`config.mk`:
```
export PLATFORM = sky130hd
export DESIGN_NAME = fan_pwm_driver
export DESIGN_NICKNAME = d
export VERILOG_FILES = /design/src/rtl/fan_pkg.sv /design/src/rtl/fan_pwm_tick.sv /design/src/rtl/fan_pwm_driver.sv
export SDC_FILE = /design/constraint.sdc
export NUM_CORES = 1
export LEC_CHECK = 0
export CAP_MARGIN = 10
export CORE_ASPECT_RATIO = 0.75
export CORE_UTILIZATION = 54
export CTS_CLUSTER_SIZE = 40
export DETAILED_ROUTE_END_ITERATION = 8
export HOLD_SLACK_MARGIN = 0.15
export PLACE_DENSITY = 0.78
export SLEW_MARGIN = 40
export SYNTH_ARGS = -nofsm -noshare
export SYNTH_HDL_FRONTEND = slang
export SYNTH_SLANG_ARGS = --single-unit
export TNS_END_PERCENT = 1
```
`constraint.sdc`:
```
create_clock -name i_clk -period 3 [get_ports i_clk]
set_clock_uncertainty 0.1 [all_clocks]
set_input_delay 0.75 -clock i_clk [delete_from_list [all_inputs] [get_ports i_clk]]
set_output_delay 0.75 -clock i_clk [all_outputs]
set_load 0.02 [all_outputs]
```
`src/rtl/fan_pkg.sv`:
```
// Shared definitions for the fan-mode interface.
//  - FAN_0..FAN_3: fan state codes exchanged with the mode FSM (0 = off, 1..3 = speed).
//  - fan_fsm_e: driver FSM state encoding (S_OFF / S_RAMP / S_RUN).
//  - DEF_*: default timing and duty constants for fan_pwm_driver.
//  - mode_onehot(): applied mode to one-hot LED bar.
package fan_pkg;

  localparam logic [2:0] FAN_0 = 3'd0;
  localparam logic [2:0] FAN_1 = 3'd1;
  localparam logic [2:0] FAN_2 = 3'd2;
  localparam logic [2:0] FAN_3 = 3'd3;

  typedef enum logic [1:0] {
    S_OFF  = 2'd0,
    S_RAMP = 2'd1,
    S_RUN  = 2'd2
  } fan_fsm_e;

  localparam int unsigned DEF_PRESCALE  = 1000;
  localparam int unsigned DEF_PWM_MAX   = 100;
  localparam int unsigned DEF_DUTY_1    = 40;
  localparam int unsigned DEF_DUTY_2    = 70;
  localparam int unsigned DEF_DUTY_3    = 100;
  localparam int unsigned DEF_RAMP_STEP = 10;

  function automatic logic [3:0] mode_onehot(input logic [1:0] mode);
    return 4'b0001 << mode;
  endfunction

endpackage

```
`src/rtl/fan_pwm_tick.sv`:
```
// PWM tick prescaler: o_tick pulses high for one clock every PRESCALE clocks.
// Ports:
//  i_clk    system clock
//  i_reset  asynchronous active-high reset (divider restarts from 0)
//  o_tick   1-clk tick strobe
module fan_pwm_tick #(
  parameter int unsigned PRESCALE = 1000
) (
  input  logic i_clk,
  input  logic i_reset,
  output logic o_tick
);

  localparam int unsigned CntW = (PRESCALE > 1) ? $clog2(PRESCALE) : 1;

  logic [CntW-1:0] cnt_q, cnt_d;

  always_comb begin
    o_tick = (cnt_q == CntW'(PRESCALE - 1));
    cnt_d  = o_tick ? '0 : cnt_q + 1'b1;
  end

  always_ff @(posedge i_clk or posedge i_reset) begin
    if (i_reset) begin
      cnt_q <= '0;
    end else begin
      cnt_q <= cnt_d;
    end
  end

endmodule

```
`src/rtl/fan_pwm_driver.sv`:
```
// Fan motor PWM driver: maps the 3-bit fan state from the mode FSM onto a duty table and
// drives a glitch-free registered PWM plus a one-hot LED bar of the applied mode.
// Duty and LED only change at PWM period boundaries.
// Optional feature: define FAN_SOFTSTART_EN to build the S_RAMP soft-start state, which
// raises the duty by RAMP_STEP per period; otherwise targets load at the next boundary.
// Ports:
//  i_clk        system clock
//  i_reset      asynchronous active-high reset
//  i_fanState   requested fan state (0 off, 1..3 speed, 4..7 treated as off)
//  o_pwm        registered motor PWM
//  o_duty       applied duty in ticks
//  o_ledMode    one-hot applied mode (bit n = state n)
//  o_ramping    high while soft-starting below target (0 without FAN_SOFTSTART_EN)
module fan_pwm_driver
  import fan_pkg::*;
#(
  parameter int unsigned PRESCALE  = DEF_PRESCALE,
  parameter int unsigned PWM_MAX   = DEF_PWM_MAX,
  parameter int unsigned DUTY_1    = DEF_DUTY_1,
  parameter int unsigned DUTY_2    = DEF_DUTY_2,
  parameter int unsigned DUTY_3    = DEF_DUTY_3,
  parameter int unsigned RAMP_STEP = DEF_RAMP_STEP
) (
  input  logic       i_clk,
  input  logic       i_reset,
  input  logic [2:0] i_fanState,
  output logic       o_pwm,
  output logic [7:0] o_duty,
  output logic [3:0] o_ledMode,
  output logic       o_ramping
);

  // Elaboration-time parameter sanity checks.
  if (PRESCALE < 1) begin : g_bad_prescale
    $error("PRESCALE must be >= 1");
  end
  if (PWM_MAX < 2 || PWM_MAX > 255) begin : g_bad_pwm_max
    $error("PWM_MAX must be in 2..255");
  end
  if (DUTY_1 > PWM_MAX || DUTY_2 > PWM_MAX || DUTY_3 > PWM_MAX) begin : g_bad_duty
    $error("DUTY_n must be <= PWM_MAX");
  end
  if (RAMP_STEP < 1 || RAMP_STEP > 255) begin : g_bad_ramp_step
    $error("RAMP_STEP must be in 1..255");
  end

  logic       tick;
  logic       end_of_period;
  logic [7:0] pwm_cnt_q, pwm_cnt_d;
  logic [7:0] target_q, target_d;
  logic [1:0] tgt_mode_q, tgt_mode_d;
  logic [7:0] duty_q, duty_d;
  logic [1:0] mode_q, mode_d;
  logic       pwm_q;
  fan_fsm_e   state_q, state_d;

  fan_pwm_tick #(
    .PRESCALE(PRESCALE)
  ) u_tick (
    .i_clk  (i_clk),
    .i_reset(i_reset),
    .o_tick (tick)
  );

  always_comb begin
    end_of_period = tick && (pwm_cnt_q == 8'(PWM_MAX - 1));
    pwm_cnt_d     = pwm_cnt_q;
    if (tick) begin
      pwm_cnt_d = end_of_period ? 8'd0 : pwm_cnt_q + 8'd1;
    end
  end

  // Duty table; undefined states 4..7 request off.
  always_comb begin
    target_d   = 8'd0;
    tgt_mode_d = 2'd0;
    case (i_fanState)
      FAN_1: begin
        target_d   = 8'(DUTY_1);
        tgt_mode_d = 2'd1;
      end
      FAN_2: begin
        target_d   = 8'(DUTY_2);
        tgt_mode_d = 2'd2;
      end
      FAN_3: begin
        target_d   = 8'(DUTY_3);
        tgt_mode_d = 2'd3;
      end
      default: begin
        target_d   = 8'd0;
        tgt_mode_d = 2'd0;
      end
    endcase
  end

`ifdef FAN_SOFTSTART_EN
  logic [8:0] ramp_sum;
  logic [7:0] ramp_next;

  // 9-bit add so the step never wraps before saturating at target.
  always_comb begin
    ramp_sum  = {1'b0, duty_q} + 9'(RAMP_STEP);
    ramp_next = (ramp_sum >= {1'b0, target_q}) ? target_q : ramp_sum[7:0];
  end
`endif

  // State register (FSM, duty, applied mode, counter, PWM output flop).
  always_ff @(posedge i_clk or posedge i_reset) begin
    if (i_reset) begin
      state_q    <= S_OFF;
      duty_q     <= 8'd0;
      mode_q     <= 2'd0;
      pwm_cnt_q  <= 8'd0;
      target_q   <= 8'd0;
      tgt_mode_q <= 2'd0;
      pwm_q      <= 1'b0;
    end else begin
      state_q    <= state_d;
      duty_q     <= duty_d;
      mode_q     <= mode_d;
      pwm_cnt_q  <= pwm_cnt_d;
      target_q   <= target_d;
      tgt_mode_q <= tgt_mode_d;
      pwm_q      <= (pwm_cnt_q < duty_q);
    end
  end

  // Next state: everything moves only at the period boundary, so duty and LED change
  // together and the PWM never sees a mid-period duty change.
  always_comb begin
    state_d = state_q;
    duty_d  = duty_q;
    mode_d  = mode_q;
    if (end_of_period) begin
      mode_d = tgt_mode_q;
      case (state_q)
        S_OFF: begin
          if (target_q != 8'd0) begin
`ifdef FAN_SOFTSTART_EN
            state_d = S_RAMP;
`else
            state_d = S_RUN;
            duty_d  = target_q;
`endif
          end
        end
`ifdef FAN_SOFTSTART_EN
        S_RAMP: begin
          if (target_q == 8'd0) begin
            state_d = S_OFF;
            duty_d  = 8'd0;
          end else begin
            duty_d = ramp_next;
            if (ramp_next == target_q) begin
              state_d = S_RUN;
            end
          end
        end
`endif
        S_RUN: begin
          if (target_q == 8'd0) begin
            state_d = S_OFF;
            duty_d  = 8'd0;
`ifdef FAN_SOFTSTART_EN
          end else if (target_q > duty_q) begin
            state_d = S_RAMP;
`endif
          end else begin
            duty_d = target_q;
          end
        end
        default: begin
          state_d = S_OFF;
          duty_d  = 8'd0;
        end
      endcase
    end
  end

  always_comb begin
    o_pwm     = pwm_q;
    o_duty    = duty_q;
    o_ledMode = mode_onehot(mode_q);
`ifdef FAN_SOFTSTART_EN
    o_ramping = (state_q == S_RAMP) && (duty_q < target_q);
`else
    o_ramping = 1'b0;
`endif
  end

endmodule

```
# Word level (Yosys, flattened, before mapping)
# Cells that the tools add are included.
# word_totals
register_bits	41
word_cells	36
out_inout_bits	14
in_bits	5
# op_classes
mux	10
reduce_logical	6
n_lt_le_gt_ge	1
n_eq_ne	8
shift	1
n_addsub	2
# op_table
operator	n
8-bit two-way mux	3
7-bit case mux with 3 select lines	1
8-bit case mux with 2 select lines	1
10-bit by 1-bit adder with 10-bit output (second input constant)	1
10-bit == test (second input constant)	1
10-bit two-way mux	1
8-bit by 1-bit adder with 8-bit output (second input constant)	1
8-bit by 7-bit == test with 1-bit output (second input constant)	1
8-bit logical NOT	1
8-bit less-than comparator	1
8-bit nonzero test	1
3-bit by 2-bit == test with 1-bit output (second input constant)	2
2-bit case mux with 3 select lines	1
2-bit two-way mux	2
2-bit inequality test (second input constant)	2
2-bit case mux with 2 select lines	1
1-bit by 2-bit << shifter with 4-bit output (first input constant)	1
3-bit by 1-bit == test with 1-bit output (second input constant)	1
3-bit AND reduction	1
2-bit == test (second input constant)	1
2-bit logical NOT	1
2-bit AND reduction	1
1-bit logical AND	1

# Longest topological paths before layout
# Gate-level depths: netlist of the first run.
# depth
ltp_word	3
depth_mapped	6
mapped_depth_nobuf	5

# Hierarchy
# From an unflattened synthesis of the first run, not the netlist that was laid out.
# hier_totals
cells_unflattened	139
hier_area_um2	1524.0
# by_module_without_submodules
module	area_each_um2	cells_per_inst	instances	seq_area_each_um2
fan_pwm_driver	1017.2	92	1	500.5
fan_pwm_tick	506.7	47	1	250.2

# Worst setup path after synthesis of the first run
# Ideal clock, no wire load.
# synth_path
kind	reg-to-reg
start	register u_tick.cnt_q[0]
end	register duty_q[1], in the netlist o_duty[1]
synth_period_minus_slack_ns	2.112
path_buffers	1
path_slack_ns	0.888
path_stages_with_launch	7
arrival_time_ns	1.887
required_time_ns	2.775
setup_ns	0.125
path_cell_list	dfrtp_1 ha_1 nand4_2 or4_1 buf_6 nor3_4 mux2_2
# synth_via
elab_chain_cells	3
# synth_lines
item	line	rtl
from (decl)	fan_pwm_tick.sv:16	logic [CntW-1:0] cnt_q, cnt_d;
from (signal assigned)	fan_pwm_tick.sv:27	cnt_q <= cnt_d;
10-bit == test	fan_pwm_tick.sv:19	o_tick = (cnt_q == CntW'(PRESCALE - 1));
1-bit logical AND	fan_pwm_driver.sv:66	end_of_period = tick && (pwm_cnt_q == 8'(PWM_MAX - 1));
2-bit AND reduction (no source line)	n/a	
to (signal assigned)	fan_pwm_driver.sv:120	duty_q <= duty_d;
to (decl)	fan_pwm_driver.sv:52	logic [7:0] duty_q, duty_d;
# Every way passes these cells.
# A chain may end at the register's enable or synchronous reset.

# Worst setup path after layout of the first run
# layout_path
start	register u_tick.cnt_q[0]
end	register duty_q[5], in the netlist o_duty[5]
# The elaborated chain is that of the path after synthesis.

==> run summary, run 1 <==
met2 Use GR = 0.317
Pwr per Cell Area = 470 nW/µm²
CTS clk-pin slew, worst paths = 0.06 ns
die span in y = 47.6 µm
GRT Residual Overflow = 0
minimum clock period = 2.33 ns
final wirelength = 2520 µm
status = completed
Vias per Instance = 5.11
Flop pwr share = 0.494
die outline area = 2990 µm²
Chip Width = 62.8 µm
cts hold-fix bufs = 0
unique cell type count in the Yosys netlist = 32
maximum VDD drop = 303 µV
asr flop ratio synth = 1.00
sequential share of the synthesized area = 0.501
setup ws final = 0.666 ns
Max H-tree Level = 2
drt wl/cell = 12.8 µm
area taken by multi-input logic gates = 672 µm²
Post-CTS Setup Inserts = 0
internal power = 0.659 mW
critical path class = reg -> reg
ranking of synthesized cells by area = dfrtp_1, ha_1, mux2_2, xnor2_1, nand2_1
Worst Path Required = 3.07 ns
Vias = 1007
measured slew at the worst slew-check pin = 0.702 ns
Pleak = 0.830 nW
Routability Congestion = 0.754
n_diodes = 0
maxcap violations = 0
max-slew violation count = 0
area grow syn2layout = 17.6%
DP Area = 1650 µm²
syn avg cell area = 10.5 µm²
Synth top area share = 0.501
#FFs+latches synth = 30
final hold violation count = 0
Synth Instances = 142
Starting Density = 0.571
layout cell share with drive strength beyond 1 = 0.124
DRT antenna net count = 0
Initial DRC Count = 95
CP startpoint kind = register
DRC = 0
Rows = 16
Port Buffers = 14
Clock Tree Buf Depth = 2
vias in the first global route = 939
final instance area = 1760 µm²
Synth Cell Area = 1500 µm²
Psw = 0.168 mW
clock share of power = 0.477
most common cell in the netlist = dfrtp_1
core area = 2620 µm²
Root Buffer = clkbuf_8
Pre-antenna DRT Iters = 4
global-route wire length before repair = 4180 µm
WP data arrival = 2.40 ns
Fillers = 206
Synth area leader = dfrtp_1
Post-Place Cells = 189
final std cells w/o fill = 197
RSZ-0062 raised after global routing = false
Final nets = 172
fmax = 0.428 GHz
Setup TNS Final = 0 ns
largest net degree at the start of global routing = 31
Slew headroom = 0.528
post-route clock period utilization = 0.778
GR met1 Demand/Resource = 0.239
Most Crowded Layer GR = met2
num ports = 19
CTS tree = done
Clock Sinks = 30
commonest cells in the netlist = dfrtp_1, nand2_1, inv_1, nor2_1
post-DP HPWL = 1830 µm
post-cts resize count = 0
HP Class = reg -> reg
DP Worst Slack = 0.668 ns
top_reg_cell synth = dfrtp_1
GRT Util Overall = 0.192
switch share = 0.203
maximum fanout along the worst path = 9
register area = 751 µm²
Clk Latency, worst-skew pair = 0.28 ns
yosys warns = 0
EDFF count, synth = 0
met3 usage = 0.0571
logic gate share of total power = 0.029
Setup violations, final = 0
antenna violations before repair = 0
total CTS buffers = 5
Worst Setup End Kind = register
final timing paths:
check                      slack, ns       startpoint               to  cells after the start
hold reg to reg                 0.37  u_tick.cnt_q[0]  u_tick.cnt_q[0]                      1
setup / recovery                0.67  u_tick.cnt_q[0]        o_duty[5]                      5
min in group asynchronous       0.73          i_reset      target_q[2]                      3
max in group asynchronous       1.80          i_reset  u_tick.cnt_q[4]                      3
hold / removal                  0.37  u_tick.cnt_q[0]  u_tick.cnt_q[0]                      1
setup reg to reg                0.67  u_tick.cnt_q[0]        o_duty[5]                      5
worst max-delay path: stages (launching register included):
cell	delay (ns)
dfrtp_1	0.37
ha_1	0.24
nand4_2	0.14
or4_1	0.69
nor3_4	0.31
mux2_2	0.37
power groups by stage:
stage               sequential [mW]  combinational, mW  clock (mW)
detailed placement            0.416             0.0250           0
CTS                           0.409             0.0250       0.400
finish                        0.409             0.0242       0.395
global placement              0.416             0.0242           0
floorplan                     0.415             0.0196           0
global route                  0.409             0.0278       0.421
metrics by stage:
step / total power, mW / util / hold slack [ns]
6_report: 0.828 / 0.672 / 0.366
5_1_grt: 0.857 / 0.672 / 0.391
4_1_cts: 0.834 / 0.672 / 0.367
3_5_place_dp: 0.441 / 0.630 / 0.359
3_3_place_gp: 0.440 / 0.630 / 0.345
2_1_floorplan: 0.435 / - / 0.333
logic make-up after synthesis:
| kind of cell | count (synthesis) | synth area share |
|---|---|---|
| xor+xnor | 10 | 0.0585 |
| other cells | 1 | 0.00250 |
| flops | 30 | 0.501 |
| mux | 7 | 0.0526 |
| buf+inv | 16 | 0.0576 |
| simple gates | 57 | 0.207 |
| compound gates | 14 | 0.0618 |
| fa+ha+maj | 7 | 0.0585 |
cell usage in the layout, fill, tap and decap left out, types with 2 or more instances in the layout:
master	count
mux2_2	7
nand3_1	7
a21o_1	2
and2_1	2
nor4_1	3
nand4_1	4
clkdlybuf4s50_1	14
and3_1	3
nand2_1	12
clkinv_2	2
inv_1	8
a21oi_1	4
ha_1	7
clkbuf_8	5
o21ai_0	3
nor2b_1	7
o21bai_1	2
nor2_1	8
xor2_1	3
xnor2_1	7
nor3_1	5
dfrtp_1	30
conb_1	4
buf_4	2
sequential cells by signal (all words and copies together) (netlist names):
name          cells
mode_q            2
o_duty            4
o_pwm             1
pwm_cnt_q         8
state_q           1
target_q          3
tgt_mode_q        1
u_tick.cnt_q     10
area by class of cell:
cell class                      count  area share
Clock inverter                      3      0.0227
Clock buffer                        5      0.0391
Sequential cell                    30       0.426
Inverter                            8      0.0170
Tap cell                           36      0.0256
Multi-Input combinational cell     99       0.381
Timing Repair Buffer               16      0.0881
per-layer routing:
metal,part of all wire,vias up,wire length [µm]
met2,0.49,22,1240
met1,0.46,465,1170
li1,-,515,-
met4,0.013,0,34
met5,0,-,0
met3,0.031,5,79
Note: power is estimated with default switching activity, not from simulation.
==> inputs of run 2 (changes only) <==
--- a/config.mk
+++ b/config.mk
@@ -7,11 +7,11 @@
 export LEC_CHECK = 0
 export CAP_MARGIN = 10
 export CORE_ASPECT_RATIO = 0.75
-export CORE_UTILIZATION = 54
+export CORE_UTILIZATION = 49
 export CTS_CLUSTER_SIZE = 40
 export DETAILED_ROUTE_END_ITERATION = 8
 export HOLD_SLACK_MARGIN = 0.15
-export PLACE_DENSITY = 0.78
+export PLACE_DENSITY = 0.75
 export SLEW_MARGIN = 40
 export SYNTH_ARGS = -nofsm -noshare
 export SYNTH_HDL_FRONTEND = slang
==> constraint.sdc (replaced) <==
create_clock -name i_clk -period 2.01 [get_ports i_clk]
set_clock_uncertainty 0.1 [all_clocks]
set_input_delay 0.5025 -clock i_clk [delete_from_list [all_inputs] [get_ports i_clk]]
set_output_delay 0.5025 -clock i_clk [all_outputs]
set_load 0.02 [all_outputs]
==> run 2 against run 1 <==
Compared with the run above:
- cell area up 6.1%
- first-iteration DRC count shrank 2.1%
- clock power is 49% higher
- clock-buffer cell count unchanged
- global-route usage up 1.7 points
- core utilization is 0.98 points higher
- sequential power increased by 49%
- sequential cell count did not move
==> run summary, run 2 (synthesis results as in run 1) <==
Clock Tree Buf Depth = 2 (unchanged)
Starting Density = 0.546 (-0.0250)
Pwr per Cell Area = 661 nW/µm² (+41%)
Worst Setup End Kind = register
maximum VDD drop = 659 µV (+120%)
Fillers = 201 (-2.4%)
cts hold-fix bufs = 0 (unchanged)
Final nets = 184 (+7.0%)
logic gate share of total power = 0.029 (about the same)
Chip Width = 65.8 µm (+4.8%)
Port Buffers = 14 (unchanged)
post-route clock period utilization = 0.980 (+0.202)
Max H-tree Level = 2 (unchanged)
final std cells w/o fill = 209 (+6.1%)
vias in the first global route = 1107 (+18%)
Hold Crit Start = u_tick.cnt_q[0]
CTS tree = done
DRT antenna net count = 0 (unchanged)
core area = 2740 µm² (+4.6%)
max reg flops = 10 (unchanged)
num ports = 19 (unchanged)
Worst Path Required = 2.07 ns (-1.00 ns)
R2R cell count = 5 (unchanged)
Post-CTS Setup Inserts = 0 (unchanged)
total design power = 1.24 mW (+49%)
Setup violations, final = 0 (unchanged)
max-slew violation count = 0 (unchanged)
Vias per Instance = 5.39 (+5.5%)
internal power = 0.984 mW (+49%)
Pre-antenna DRT Iters = 6 (+2)
final hold violation count = 0 (unchanged)
post-DP HPWL = 2170 µm (+18%)
die span in y = 49.9 µm (+4.8%)
R2R Path End = o_duty[2]
fmax = 0.508 GHz (+18%)
Psw = 0.251 mW (+49%)
most common cell after layout, fill and taps aside = dfrtp_1
Rows = 16 (unchanged)
GRT Residual Overflow = 0 (unchanged)
Routability Congestion = 0.869 (+15%)
Vias = 1127 (+12%)
die outline area = 3280 µm² (+9.8%)
GRT Util Overall = 0.209 (+0.0167)
Clock Sinks = 30 (unchanged)
global-route wire length before repair = 5050 µm (+21%)
HP Class = reg -> reg
largest net degree at the start of global routing = 31 (unchanged)
antenna violations before repair = 0 (unchanged)
Fin Hold WS = 0.395 ns (+0.0283 ns)
Initial DRC Count = 93 (-2.1%)
RSZ-0062 raised after global routing = true
minimum clock period = 1.97 ns (-0.364 ns)
WP data arrival = 2.03 ns (-0.37 ns)
Pleak = 0.905 nW (+9.1%)
CTS clk-pin slew, worst paths = 0.06 ns (about the same)
maximum fanout along the worst path = 4 (-5)
critical path class = reg -> reg
Clk Latency, worst-skew pair = 0.27 ns (about the same)
Setup TNS Final = 0 ns (unchanged)
drt wl/cell = 13.9 µm (+8.4%)
hold path endpoint = u_tick.cnt_q[0]
Root Buffer = clkbuf_8
Post-Place Cells = 201 (+6.3%)
switch share = 0.203 (about the same)
Hold Path Depth = 1 (unchanged)
total CTS buffers = 5 (unchanged)
FF-to-FF setup slack = 0.04 ns (-0.63 ns)
CP startpoint kind = register
n_diodes = 0 (unchanged)
status = completed
DRC = 0 (unchanged)
Reg with most FFs = u_tick.cnt_q
area grow syn2layout = 24.8%
Flop pwr share = 0.494 (about the same)
layout cell share with drive strength beyond 1 = 0.202 (+0.0781)
FF-to-FF Start = u_tick.cnt_q[0]
maxcap violations = 0 (unchanged)
Final Util = 0.682 (+0.00981)
clock share of power = 0.477 (about the same)
final wirelength = 2900 µm (+15%)
commonest cells after routing, fill and taps aside = dfrtp_1, buf_4, nand2_1, clkdlybuf4s50_1
[run 2: power by group through the flow]
stage               clock network, mW  registers (mW)  logic, mW
global route                    0.638           0.610     0.0427
detailed placement                  0           0.621     0.0380
finish                          0.589           0.610     0.0364
floorplan                           0           0.620     0.0294
CTS                             0.601           0.610     0.0379
global placement                    0           0.621     0.0366
[run 2: per-stage QoR]
step	worst slack (ns)	area, µm²
after floorplan	-0.00415	1520
after global placement	0.0335	1760
after detailed placement	-0.0388	1760
after CTS	0.0289	1860
after global routing	-0.0351	1870
final	0.0398	1870
[run 2: area by class of cell]
type	count	area, µm²	area share
Sequential cell	30	751	0.402
Multi-Input combinational cell	99	694	0.371
Timing Repair Buffer	28	240	0.129
Clock buffer	5	68.8	0.0368
Tap cell	36	45.0	0.0241
Clock inverter	3	40.0	0.0214
Inverter	8	30.0	0.0161
[run 2: worst max path at each step]
stage	start	end	slack, ns	depth (start not counted)
after floorplan	u_tick.cnt_q[0]	o_duty[1]	-0.004	6
after global routing	u_tick.cnt_q[1]	o_duty[2]	-0.04	5
after detailed placement	u_tick.cnt_q[0]	o_duty[2]	-0.04	5
after global placement	u_tick.cnt_q[0]	o_duty[2]	0.03	5
after CTS	u_tick.cnt_q[0]	o_duty[2]	0.03	5
final	u_tick.cnt_q[0]	o_duty[2]	0.04	5
[run 2: what timing repair did]
| action | 4_1_cts | 5_1_grt |
|---|---|---|
| gates resized for setup | 5 | 1 |
| hold endpoints to repair | 0 | 0 |
| setup endpoints to repair | 8 | 7 |
| pin swaps | 1 | 0 |
[run 2: critical path, cell delays in order, from the launching register on]
cell     delay, ns
dfrtp_1       0.40
ha_4          0.15
nand4_2       0.10
or4_4         0.47
nor3_4        0.26
mux2_2        0.38
[run 2: layer usage]
metal,share of wire,GRT usage,vias to the layer above
li1,-,-,538
met3,0.041,0.0556,2
met1,0.45,0.264,553
met5,0,0,-
met4,0.011,0.0797,0
met2,0.49,0.337,34
==> inputs of run 3 (changes only) <==
--- a/config.mk
+++ b/config.mk
@@ -5,6 +5,7 @@
 export SDC_FILE = /design/constraint.sdc
 export NUM_CORES = 1
 export LEC_CHECK = 0
+export ABC_AREA = 0
 export CAP_MARGIN = 10
 export CORE_ASPECT_RATIO = 0.75
 export CORE_UTILIZATION = 49
==> results of run 3 <==
The final DEF is identical to that of run 2; final timing and power are the same.
==> RTL change: new RTL, settings of run 3 <==
Make the reset (`i_reset`) synchronous in 2 clocked blocks. Comments in the files are not updated.
--- a/src/rtl/fan_pwm_tick.sv
+++ b/src/rtl/fan_pwm_tick.sv
@@ -20,7 +20,7 @@
     cnt_d  = o_tick ? '0 : cnt_q + 1'b1;
   end
 
-  always_ff @(posedge i_clk or posedge i_reset) begin
+  always_ff @(posedge i_clk) begin
     if (i_reset) begin
       cnt_q <= '0;
     end else begin
--- a/src/rtl/fan_pwm_driver.sv
+++ b/src/rtl/fan_pwm_driver.sv
@@ -106,7 +106,7 @@
 `endif
 
   // State register (FSM, duty, applied mode, counter, PWM output flop).
-  always_ff @(posedge i_clk or posedge i_reset) begin
+  always_ff @(posedge i_clk) begin
     if (i_reset) begin
       state_q    <= S_OFF;
       duty_q     <= 8'd0;
Check against the original RTL: same outputs for any inputs over 10 cycles, from zero or initial values and one cycle with i_reset high; that may be too few to reach the edited logic, so the function may still have changed.
==> RTL change against run 3 <==
- total power is 6.2% lower
- sequential share of layout area is 4.9 points lower
- synthesized cell count is 15% higher
- design area is 8.9% lower
- worst setup slack better by 61 ps
- clock power is 16% lower
- global-route usage is 0.58 points lower
- count of clock-buffer cells in the layout is 1 higher
- routed wire length is 2.0% lower
- worst hold slack worse by 33 ps
- synthesized area is 3.8% lower
- sequential power hardly changed
- sequential cell count stayed put
- die area is 3.6% lower
- critical path type is now reg2out
==> RTL change: results (changes against run 3) <==
layout cells sized above 1=0.09239 (was 0.2023); largest net degree at the start of global routing=12 (was 31); Final nets=195 (was 184); cells after synthesis=164 (was 142); routability cong.=0.8017 (was 0.8686); top cell family by delay on the critical path=buffers and inverters (was simple AND/OR/NAND/NOR gates); status=complete, no violations (unchanged); #MultiIn Comb=117 (was 99); post-place setup slack=169.1 ps (was -38.84 ps); slowest cell delay on critical path=600 ps (was 470 ps); global-route wire length before repair=4.788 mm (was 5.050 mm); starting DRC count in detailed routing=71 (was 93); met3 WL=173 µm (was 120 µm); Internal=0.8999 mW (was 0.9844 mW); Max IR drop VDD=471.6 µV (was 659.2 µV); ys async rst share=0 (was 1.000); clock-cell share of area=0.05584 (was 0.05823); DP HPWL=2.151 mm (was 2.166 mm); max FFs per register=10 (unchanged); WP data arrival=1310 ps (was 2030 ps); Yosys cell types=34 (was 32); metal2 WL=1.274 mm (was 1.435 mm); drt wl/cell=12.93 µm (was 13.89 µm); DR pass1 iterations=5 (was 6); Post-Layout Cell Count=220 (was 209); overall global routing resource usage=0.2028 (was 0.2086); Crit Path Max Fanout=5 (was 4); Filler cells=248 (was 201); main area contributors after synthesis=dfxtp_1 42%, xnor2_1 7.3%, ha_1 6.1% (was dfrtp_1 50%, ha_1 5.8%, mux2_2 5.3%); top cells by count, synth=30 x dfxtp_1, 23 x nor2_1, 12 x xnor2_1 (was 30 x dfrtp_1, 12 x nand2_1, 8 x inv_1, 8 x nor2_1); Worst path slowest cell=clkdlybuf4s50_1 (was or4_4); clkbuf count=6 (was 5); number of global-route vias before repair=1095 (was 1107); Static Leak=0.6223 nW (was 0.9050 nW); sequential share of cell area=0.3527 (was 0.4016); post-synthesis sequential area ratio=0.4167 (was 0.5013)
## RTL change: path summary, 6_finish.rpt
path,cells past startpoint,endpoint,startpoint,slack [ps]
worst max-delay path,2,o_ledMode[0],mode_q[0],100
worst min-delay path,1,u_tick.cnt_q[0],u_tick.cnt_q[0],360
worst max register to register,4,state_q[1],pwm_cnt_q[2],170
worst min register to register,1,u_tick.cnt_q[0],u_tick.cnt_q[0],360
## RTL change: what timing repair did
item	in CTS	in global routing
gates resized for setup	3	0
endpoints found under the setup margin	3	0
buffers inserted	0	0
## RTL change: per-layer routing
| layer | track usage | vias to the layer above |
|---|---|---|
| met5 | 0 | - |
| met4 | 0.09259 | 0 |
| met3 | 0.06308 | 4 |
| met2 | 0.3053 | 38 |
| met1 | 0.2641 | 553 |
| li1 | - | 597 |
## RTL change: kinds of logic (layout without fill, tap and decap cells)
logic type	Yosys count	count (layout)	synth area share
AOI/OAI and AO/OA	20	20	0.08681
and+or+nand+nor	71	71	0.2656
DFF	30	30	0.4167
muxes	1	1	0.006945
other	1	4	0.002602
xor gates and xnor gates	14	14	0.08507
buffers and inverters	20	37	0.07552
adders and majority gates	7	7	0.06076
## RTL change: worst reg2reg max path: stages (launching register included)
cell      delay (ps)
dfxtp_1          370
nor4_1           470
and3_1           410
a311oi_1         160
a41o_1           220
## RTL change: power groups by stage
stage	sequential (mW)	clock (mW)	combinational, mW
floorplan	0.620	0	0.0419
global placement	0.621	0	0.0545
detailed placement	0.621	0	0.0552
CTS	0.608	0.508	0.0554
global route	0.609	0.538	0.0626
finish	0.609	0.495	0.0557
